--- config.mk ---
export PLATFORM = sky130hd
export DESIGN_NAME = uart_rx
export DESIGN_NICKNAME = d
export VERILOG_FILES = /design/src/rtl/uart_rx_pkg.sv /design/src/rtl/uart_rx_sync.sv /design/src/rtl/uart_rx.sv
export SDC_FILE = /design/constraint.sdc
export NUM_CORES = 1
export LEC_CHECK = 0
export CORE_UTILIZATION = 56
export DETAILED_ROUTE_END_ITERATION = 8
export DONT_BUFFER_PORTS = 1
export PLACE_DENSITY_LB_ADDON = 0.15
export SETUP_SLACK_MARGIN = 0.3
export SYNTH_ARGS = -nofsm -noshare
export SYNTH_HDL_FRONTEND = slang
export SYNTH_SLANG_ARGS = --single-unit
--- constraint.sdc ---
create_clock -name i_Clock -period 2.1 [get_ports i_Clock]
set_input_delay 0.42 -clock i_Clock [delete_from_list [all_inputs] [get_ports i_Clock]]
set_output_delay 0.42 -clock i_Clock [all_outputs]
set_load 0.005 [all_outputs]
--- src/rtl/uart_rx_pkg.sv ---
// -----------------------------------------------------------------------------
// uart_rx_pkg
//   Shared definitions for the 8N1 UART receiver: FSM state encoding, default
//   bit timing for the 50 MHz / 9600 baud system and the mid-bit offset helper.
//   No ports; imported by uart_rx.
// -----------------------------------------------------------------------------
package uart_rx_pkg;

    localparam int DEFAULT_CLKS_PER_BIT = 5208;  // 50_000_000 / 9600
    localparam int UART_DATA_BITS       = 8;

    typedef enum logic [2:0] {
        ST_IDLE    = 3'd0,
        ST_START   = 3'd1,
        ST_DATA    = 3'd2,
        ST_STOP    = 3'd3,
        ST_CLEANUP = 3'd4,
        ST_BREAK   = 3'd5
    } rx_state_e;

    // Offset from the start-bit falling edge to the middle of the start bit.
    function automatic int half_bit(input int clks_per_bit);
        return (clks_per_bit - 1) / 2;
    endfunction

endpackage : uart_rx_pkg

--- src/rtl/uart_rx_sync.sv ---
// -----------------------------------------------------------------------------
// uart_rx_sync
//   Two-flop synchroniser for a single asynchronous input. The reset value is a
//   parameter so an idle-high line does not look like activity on reset release.
// Ports:
//   clk_i    in  1  destination clock
//   rst_i    in  1  synchronous, active-high reset
//   async_i  in  1  asynchronous input
//   sync_o   out 1  synchronised copy of async_i (2-cycle latency)
// -----------------------------------------------------------------------------
module uart_rx_sync #(
    parameter logic RESET_VAL = 1'b1
) (
    input  logic clk_i,
    input  logic rst_i,
    input  logic async_i,
    output logic sync_o
);

    logic meta_q;
    logic sync_q;

    always_ff @(posedge clk_i) begin
        if (rst_i) begin
            meta_q <= RESET_VAL;
            sync_q <= RESET_VAL;
        end else begin
            meta_q <= async_i;
            sync_q <= meta_q;
        end
    end

    assign sync_o = sync_q;

endmodule : uart_rx_sync

--- src/rtl/uart_rx.sv ---
// -----------------------------------------------------------------------------
// uart_rx
//   8N1 UART receiver. Synchronises the serial line, detects a start bit,
//   re-checks it at mid-bit and then samples each data bit and the stop bit one
//   bit period apart, i.e. at the middle of each bit. A good frame updates
//   o_Rx_Byte with a one-cycle o_Rx_DV strobe; a low stop bit gives a one-cycle
//   o_Rx_Frame_Err strobe and the receiver waits for the line to return high.
// Ports:
//   i_Clock         in  1  system clock
//   i_Reset         in  1  synchronous, active-high reset
//   i_Rx_Serial     in  1  asynchronous serial line, idle high, LSB first
//   o_Rx_DV         out 1  one-cycle strobe, o_Rx_Byte holds a new byte
//   o_Rx_Byte       out 8  last good byte, held until the next good frame
//   o_Rx_Busy       out 1  high from start-bit detect until back in IDLE
//   o_Rx_Frame_Err  out 1  one-cycle strobe, stop bit sampled low
// -----------------------------------------------------------------------------
module uart_rx
    import uart_rx_pkg::*;
#(
    parameter int CLKS_PER_BIT = DEFAULT_CLKS_PER_BIT
) (
    input  logic                      i_Clock,
    input  logic                      i_Reset,
    input  logic                      i_Rx_Serial,
    output logic                      o_Rx_DV,
    output logic [UART_DATA_BITS-1:0] o_Rx_Byte,
    output logic                      o_Rx_Busy,
    output logic                      o_Rx_Frame_Err
);

    localparam int                CNT_W    = $clog2(CLKS_PER_BIT);
    localparam logic [CNT_W-1:0]  HALF     = CNT_W'(half_bit(CLKS_PER_BIT));
    localparam logic [CNT_W-1:0]  LAST     = CNT_W'(CLKS_PER_BIT - 1);
    localparam int                IDX_W    = $clog2(UART_DATA_BITS);
    localparam logic [IDX_W-1:0]  IDX_LAST = IDX_W'(UART_DATA_BITS - 1);

    logic                      rx_s;

    rx_state_e                 state_q, state_d;
    logic [CNT_W-1:0]          cnt_q,   cnt_d;
    logic [IDX_W-1:0]          idx_q,   idx_d;
    logic [UART_DATA_BITS-1:0] shift_q, shift_d;
    logic [UART_DATA_BITS-1:0] byte_q,  byte_d;
    logic                      dv_q,    dv_d;
    logic                      err_q,   err_d;
    logic                      busy_q,  busy_d;

    // Reset to 1 so an idle-high line is not seen as a start bit on release.
    uart_rx_sync #(
        .RESET_VAL (1'b1)
    ) u_sync (
        .clk_i   (i_Clock),
        .rst_i   (i_Reset),
        .async_i (i_Rx_Serial),
        .sync_o  (rx_s)
    );

    always_comb begin
        // NOTE: every variable gets a default before the case so no path can
        // leave one unassigned; a missing default here would infer a latch.
        state_d = state_q;
        cnt_d   = cnt_q + CNT_W'(1);
        idx_d   = idx_q;
        shift_d = shift_q;
        byte_d  = byte_q;
        dv_d    = 1'b0;
        err_d   = 1'b0;

        unique case (state_q)
            ST_IDLE: begin
                cnt_d = '0;
                if (!rx_s) begin
                    state_d = ST_START;
                end
            end

            // Re-check the line half a bit later; a high line means the low
            // level was a glitch and the frame is dropped silently.
            ST_START: begin
                if (cnt_q == HALF) begin
                    cnt_d = '0;
                    if (!rx_s) begin
                        state_d = ST_DATA;
                        idx_d   = '0;
                    end else begin
                        state_d = ST_IDLE;
                    end
                end
            end

            // We are now at mid-bit, so one full bit period later is the
            // middle of the next bit.
            ST_DATA: begin
                if (cnt_q == LAST) begin
                    cnt_d          = '0;
                    shift_d[idx_q] = rx_s;
                    if (idx_q == IDX_LAST) begin
                        state_d = ST_STOP;
                    end else begin
                        idx_d = idx_q + IDX_W'(1);
                    end
                end
            end

            ST_STOP: begin
                if (cnt_q == LAST) begin
                    cnt_d = '0;
                    if (rx_s) begin
                        byte_d  = shift_q;
                        dv_d    = 1'b1;
                        state_d = ST_CLEANUP;
                    end else begin
                        err_d   = 1'b1;
                        state_d = ST_BREAK;
                    end
                end
            end

            ST_CLEANUP: begin
                cnt_d   = '0;
                state_d = ST_IDLE;
            end

            // A held-low line would otherwise look like an endless stream of
            // start bits; wait for it to go high before re-arming.
            ST_BREAK: begin
                cnt_d = '0;
                if (rx_s) begin
                    state_d = ST_IDLE;
                end
            end

            default: begin
                cnt_d   = '0;
                state_d = ST_IDLE;
            end
        endcase
    end

    // Busy is registered from the next state so it rises with START and falls
    // on the cycle the FSM re-enters IDLE.
    assign busy_d = (state_d != ST_IDLE);

    always_ff @(posedge i_Clock) begin
        // NOTE: state updates use non-blocking assignments so every register
        // samples the pre-edge values, independent of statement order.
        if (i_Reset) begin
            state_q <= ST_IDLE;
            cnt_q   <= '0;
            idx_q   <= '0;
            shift_q <= '0;
            byte_q  <= '0;
            dv_q    <= 1'b0;
            err_q   <= 1'b0;
            busy_q  <= 1'b0;
        end else begin
            state_q <= state_d;
            cnt_q   <= cnt_d;
            idx_q   <= idx_d;
            shift_q <= shift_d;
            byte_q  <= byte_d;
            dv_q    <= dv_d;
            err_q   <= err_d;
            busy_q  <= busy_d;
        end
    end

    assign o_Rx_DV        = dv_q;
    assign o_Rx_Byte      = byte_q;
    assign o_Rx_Busy      = busy_q;
    assign o_Rx_Frame_Err = err_q;

endmodule : uart_rx

==> results by group, run 1 <==
Status
  • Status: finished clean

Worst setup path
  • Critical-path cell list: ha_4, ha_4, nor4b_4, nand4_1, a21oi_4, mux2_2
  • Slowest CP cell: dfxtp_4
  • R2R depth: 6
  • R2r setup slk: 0.29 ns
  • Most numerous cell on the critical path: ha_4
  • Setup CP Type: reg2reg
  • RR Endpoint: idx_q[0]
  • CP arrival: 2.08 ns
  • Setup crit end: idx_q[0]
  • Worst setup EP type: flop
  • Max Fanout on Critical Path: 4
  • Setup crit start: idx_q[1]
  • Reg2reg start: idx_q[1]
  • CP Launch Type: flop
  • Data required, critical path: 2.37 ns
  • CP peak stage delay: approximately 0.38 ns

STA
  • Tightest Pin Transition: 0.5416 ns
  • Max Clk Rate: roughly 550 MHz
  • Final period demand of the worst path: 1.814 ns
  • Final setup fails: 0
  • Fin. Hold Viols: 0
  • Setup_tns: 0 ns
  • RSZ-0062 raised after global routing: true
  • Worst Skew: 0.008090 ns
  • Tcrit/Tclk final: 86.40%
  • Worst slew margin: 63.87%
  • Slew Limit Fails: 0

Clock network
  • Clock Sinks: 40
  • Hold-fix buffers, CTS: 0
  • Worst-Skew Late Latency: roughly 0.36 ns
  • TritonCTS clock tree: done
  • CTS Buffer Depth: 2
  • Clk root buf: clkbuf_4
  • TritonCTS buffer count: 5
  • Clock-pin slew on the worst setup and hold paths: 0.12 ns
  • Htree depth: 2

Global routing
  • Vias in the first global route: 1382
  • Grt total ovfl: 0
  • Initial antenna violation count: 0
  • GRT Util Overall: 23.53%
  • First-pass GRT wire length: 6244 um
  • Largest net degree at the start of global routing: 34

Die
  • Die outline height: between 60 and 70 um
  • CORE AREA: 3128 um^2
  • Starting density of the core: 60.44%
  • DIE WIDTH: 60.11 um
  • Ports: 14
  • Die area: 3613 um^2
  • Rows: 20

Finish
  • Most frequent cells in the layout: dfxtp_1, nor2_1, mux2i_1
  • Nets@finish: 213
  • Most common cell after layout, fill and taps aside: dfxtp_1
  • Antenna diodes: 0
  • Area Growth Syn to Fin: 17.80%
  • Share of post-route cells with drive strength above 1: 25.00%

Synthesis
  • Synth area leaders: dfxtp_1, mux2i_1, nor2_1
  • Synth Net Count: 202
  • Post-synth top area share: 42.36%
  • Yosys reg bits: 40
  • Sequential element share of the synthesized area: 42.36%
  • Synth Flop Type: dfxtp_1
  • Mapped Area: 1891 um^2
  • Syn Area/Cell: 9.646 um^2
  • Cells after synthesis: about 200
  • Yosys Warn Count: 0
  • Post-synth ARST share: 0%
  • Top cell type by total area after synthesis: dfxtp_1
  • Distinct cells, synth: 44
  • EDFF count, synth: 0

Pwr
  • Peak supply drop: 0.7007 mV
  • Total chip power: about 0.0016 W
  • PwrDens: 696.2 nW/um^2
  • LEAKAGE: 0.8631 nW

Detailed routing
  • Starting DRT DRC Count: 160
  • First-pass iteration count of the detailed router: 4
  • DRC viols: 0
  • DRT antenna net count: 0
  • DR WL/cell: 15.33 um
  • DRT Wirelength: 3862 um
  • DR vias: 1464
  • Via/cell ratio: 5.810

Worst hold path
  • Min-delay worst type: in2reg
  • Hold Crit Depth: 1
  • HP Start: i_Reset

Run
  • Max_cap viols: 0

Placement
  • IO Port Bufs: 0
  • Post-DP HPWL: 2374 um
  • Routability cong.: 0.8037
-- worst min-delay path by stage --
| stage | to |
|---|---|
| after floorplan | u_sync.sync_o |
| after global placement | u_sync.sync_o |
| after detailed placement | u_sync.sync_o |
| after CTS | o_Rx_Byte[7] |
| after global routing | o_Rx_Byte[6] |
| final | o_Rx_Byte[2] |
-- synthesized netlist by cell type, types with 2 or more instances --
cell type,n
or4_1,2
buf_6,4
ha_1,3
mux2i_1,18
dfxtp_1,40
nand2_1,3
buf_2,3
nor3_1,3
nand3b_1,5
inv_1,3
xor2_1,3
clkbuf_1,5
nand3_1,7
nor2_1,27
nor4b_1,2
nor3b_1,3
and4_1,2
nor4_1,4
nand4_1,9
nor2b_1,3
or2_2,4
nand2b_1,13
xnor2_1,9
-- final cells by class --
class                      count  area, um^2
clock buffer                   5       37.54
clock inverter                 3       90.09
fill                         227       900.9
inverter                       3       11.26
multi-input combinational    140        1084
sequential                    40       818.3
tap                           44       55.05
timing repair buffer          17       131.4
-- report_power, final --
part | switching, W | internal [W] | total, W
combinational | 0.0000164 | 0.0000162 | 0.0000326
sequential | 0.00000388 | 0.000760 | 0.000764
clock | 0.000264 | 0.000490 | 0.000754
-- repair_timing --
| action | CTS | global route |
|---|---|---|
| buffers inserted | 6 | 5 |
| endpoints found under the setup margin | 16 | 24 |
| resized for setup | 9 | 15 |
| pin swaps | 2 | 7 |
-- cell families (layout without fill, tap and decap cells) --
kind of cell	Yosys count	after routing	share of synthesized area (%)
and+or+nand+nor	96	96	30.91
DFF	40	40	42.36
muxes	19	19	10.13
buffers and inverters	16	28	4.963
xor gates and xnor gates	12	12	5.560
AOI/OAI and AO/OA	10	10	4.104
adders and majority gates	3	3	1.986
-- critical path: cells and delay by family, from the launching register on --
family,cells,cell delay (ns)
DFF,1,0.38
AOI/OAI and AO/OA,1,0.21
and+or+nand+nor,2,0.47
muxes,1,0.34
adders and majority gates,2,0.32
-- flip-flops by register name, summed over array words and instances, names as in the netlist --
name and count:
idx_q 3, o_Rx_DV 1, o_Rx_Frame_Err 1, o_Rx_Byte 8
shift_q 8, u_sync.meta_q 1, u_sync.sync_o 1, state_q 3
cnt_q 13, o_Rx_Busy 1
-- routing by layer --
layer,vias up,global-route usage [%],wire [um]
met5,-,0,0
met4,0,9.635,67
met3,9,7.359,201
met2,37,37.36,1863
met1,702,29.29,1730
li1,716,-,-
-- per-stage QoR --
stage / worst slack (ns) / instances / hold WS (ns) / util [%] / area, um^2
finish: 0.2857 / 252 / 0.1104 / 71.20 / 2227
global route: 0.2347 / 252 / 0.09200 / 71.20 / 2227
CTS: 0.3002 / 247 / 0.1004 / 68.16 / 2132
detailed placement: 0.07275 / 233 / 0.4044 / 61.72 / 1931
global placement: 0.1672 / 233 / 0.4001 / 61.72 / 1931
floorplan: 0.2977 / 196 / 0.3895 / - / 1913
Note: power is estimated with default switching activity, not from simulation.
==> inputs of run 2 (changes only) <==
--- a/config.mk
+++ b/config.mk
@@ -8,6 +8,7 @@
 export CORE_UTILIZATION = 56
 export DETAILED_ROUTE_END_ITERATION = 8
 export DONT_BUFFER_PORTS = 1
+export MAX_ROUTING_LAYER = met4
 export PLACE_DENSITY_LB_ADDON = 0.15
 export SETUP_SLACK_MARGIN = 0.3
 export SYNTH_ARGS = -nofsm -noshare
==> run 2 against run 1 <==
  * Flip-flop and latch count unchanged
  * Fmax about the same
  * Cell count unchanged
  * Sequential share of layout area unchanged
  * Global-route usage increased by 0.69 points
  * Critical path type unchanged
  * Largest power group unchanged
==> results by group, run 2 (synthesis gave the netlist of run 1 again) <==
Die
  • Die area: 3613 um^2
  • Starting density of the core: about three fifths
  • Rows: 20
  • Ports: 14
  • CORE AREA: 3128 um^2
  • DIE WIDTH: roughly 60 um
  • Die outline height: 60.11 um

Finish
  • Most common cell after layout, fill and taps aside: dfxtp_1
  • Nets@finish: 213
  • Max reg flops: 13
  • Final instance area: 2227 um^2
  • Largest register by flop count: cnt_q
  • Antenna diodes: 0
  • Most frequent cells in the layout: dfxtp_1, nor2_1, mux2i_1
  • Share of post-route cells with drive strength above 1: 25.00%
  • Fill cells: about 230
  • Area Growth Syn to Fin: 17.80%

Global routing
  • GR peak layer: met2
  • Vias in the first global route: approximately 1400
  • Grt total ovfl: 0
  • GR Util met2: 37.36%
  • Largest net degree at the start of global routing: 34
  • First-pass GRT wire length: 6244 um
  • GRT Util Overall: 24.22%
  • Initial antenna violation count: 0
  • Global Route met3 Usage: roughly 7.4%
  • Grt met1 use: 29.29%

Worst setup path
  • CP Depth: 6
  • Worst setup EP type: flop
  • Most numerous cell on the critical path: ha_4
  • CP Buf/Inv Count: 0
  • CP peak stage delay: between 0.3 and 0.4 ns
  • R2r setup slk: 0.29 ns
  • Delay-heaviest family, CP: simple AND/OR/NAND/NOR gates
  • Setup crit end: idx_q[0]
  • Max Fanout on Critical Path: 4
  • Slowest CP cell: dfxtp_4
  • Data required, critical path: 2.37 ns
  • Critical-path cell list: ha_4, ha_4, nor4b_4, nand4_1, a21oi_4, mux2_2
  • R2R depth: 6
  • CP Launch Type: flop
  • CP arrival: ~2.1 ns
  • Reg2reg start: idx_q[1]
  • RR Endpoint: idx_q[0]
  • Setup crit start: idx_q[1]
  • Setup CP Type: reg2reg

Clock network
  • TritonCTS buffer count: 5
  • Clock-pin slew on the worst setup and hold paths: 0.12 ns
  • Clk root buf: clkbuf_4
  • Clock Sinks: 40
  • Worst-Skew Late Latency: roughly 0.36 ns
  • Hold-fix buffers, CTS: 0
  • Htree depth: 2
  • CTS Buffer Depth: 2
  • TritonCTS clock tree: done

STA
  • Slew Limit Fails: 0
  • Setup_tns: 0 ns
  • Worst Skew: just over 0.008 ns
  • Tightest Pin Transition: 0.5416 ns
  • Worst slew margin: between 60% and 70%
  • Fin. Hold Viols: 0
  • Final setup fails: 0
  • Tcrit/Tclk final: 86.42%
  • RSZ-0062 raised after global routing: true
  • Final period demand of the worst path: 1.815 ns
  • Max Clk Rate: about 550 MHz

Run
  • Max_cap viols: 0

Placement
  • IO Port Bufs: 0
  • Post-DP HPWL: 2374 um
  • Placement Cell Area: 1931 um^2
  • Routability cong.: 0.8153

Detailed routing
  • Via/cell ratio: 5.806
  • DRT Wirelength: between 3000 and 4000 um
  • DR vias: 1463
  • DRC viols: 0
  • Starting DRT DRC Count: ~160
  • First-pass iteration count of the detailed router: 4
  • DR WL/cell: 15.33 um
  • DRT antenna net count: 0

Status
  • Status: finished clean

Pwr
  • Peak supply drop: 0.7008 mV
  • LEAKAGE: about 0.86 nW
  • PwrDens: 696.1 nW/um^2

Worst hold path
  • Min-delay worst type: in2reg
## run 2: cell counts in the layout (fill, tap and decap cells not counted)
No cell type changed its count.
## run 2: area by class of cell
class | count | area [um^2] | area share, %
clock buffer | 5 | 37.54 | 1.685
timing repair buffer | 17 | 131.4 | 5.899
inverter | 3 | 11.26 | 0.5056
clock inverter | 3 | 90.09 | 4.045
sequential | 40 | 818.3 | 36.74
multi-input combinational | 140 | 1084 | 48.65
tap | 44 | 55.05 | 2.472
## run 2: routing by layer
layer / vias to the layer above / wire [um]
li1: 716 / -
met1: 701 / 1729
met2: 37 / 1866
met3: 9 / 201
met4: 0 / 65
met5: - / 0
## run 2: worst min path at each step
stage / start / endpoint / slack, ns / cells past startpoint
3_5_place_dp: u_sync.meta_q / u_sync.sync_o / 0.40 / 1
2_1_floorplan: u_sync.meta_q / u_sync.sync_o / 0.39 / 1
5_1_grt: i_Reset / o_Rx_Byte[6] / 0.09 / 1
4_1_cts: i_Reset / o_Rx_Byte[7] / 0.10 / 1
6_report: i_Reset / o_Rx_Byte[2] / 0.11 / 1
3_3_place_gp: u_sync.meta_q / u_sync.sync_o / 0.40 / 1
## run 2: timing repair
action / CTS / global route
buffers inserted: 6 / 5
pin swaps: 2 / 7
endpoints found under the setup margin: 16 / 24
gates resized for setup: 9 / 15
## run 2: stage by stage
stage | hold slack (ns) | total power [W] | worst slack, ns | instances | util, %
floorplan | 0.3895 | 0.0008124 | 0.2977 | 196 | -
global placement | 0.4001 | 0.0008125 | 0.1672 | 233 | 61.72
detailed placement | 0.4044 | 0.0008136 | 0.07275 | 233 | 61.72
CTS | 0.1004 | 0.001557 | 0.3002 | 247 | 68.16
global route | 0.09201 | 0.001588 | 0.2347 | 252 | 71.20
finish | 0.1110 | 0.001550 | 0.2853 | 252 | 71.20
## run 2: power by group
| group | switching (W) | total [W] | internal, W | leakage [nW] |
|---|---|---|---|---|
| sequential | 0.00000387 | 0.000764 | 0.000760 | 0.328 |
| clock | 0.000264 | 0.000754 | 0.000490 | 0.0654 |
| combinational | 0.0000163 | 0.0000326 | 0.0000162 | 0.470 |
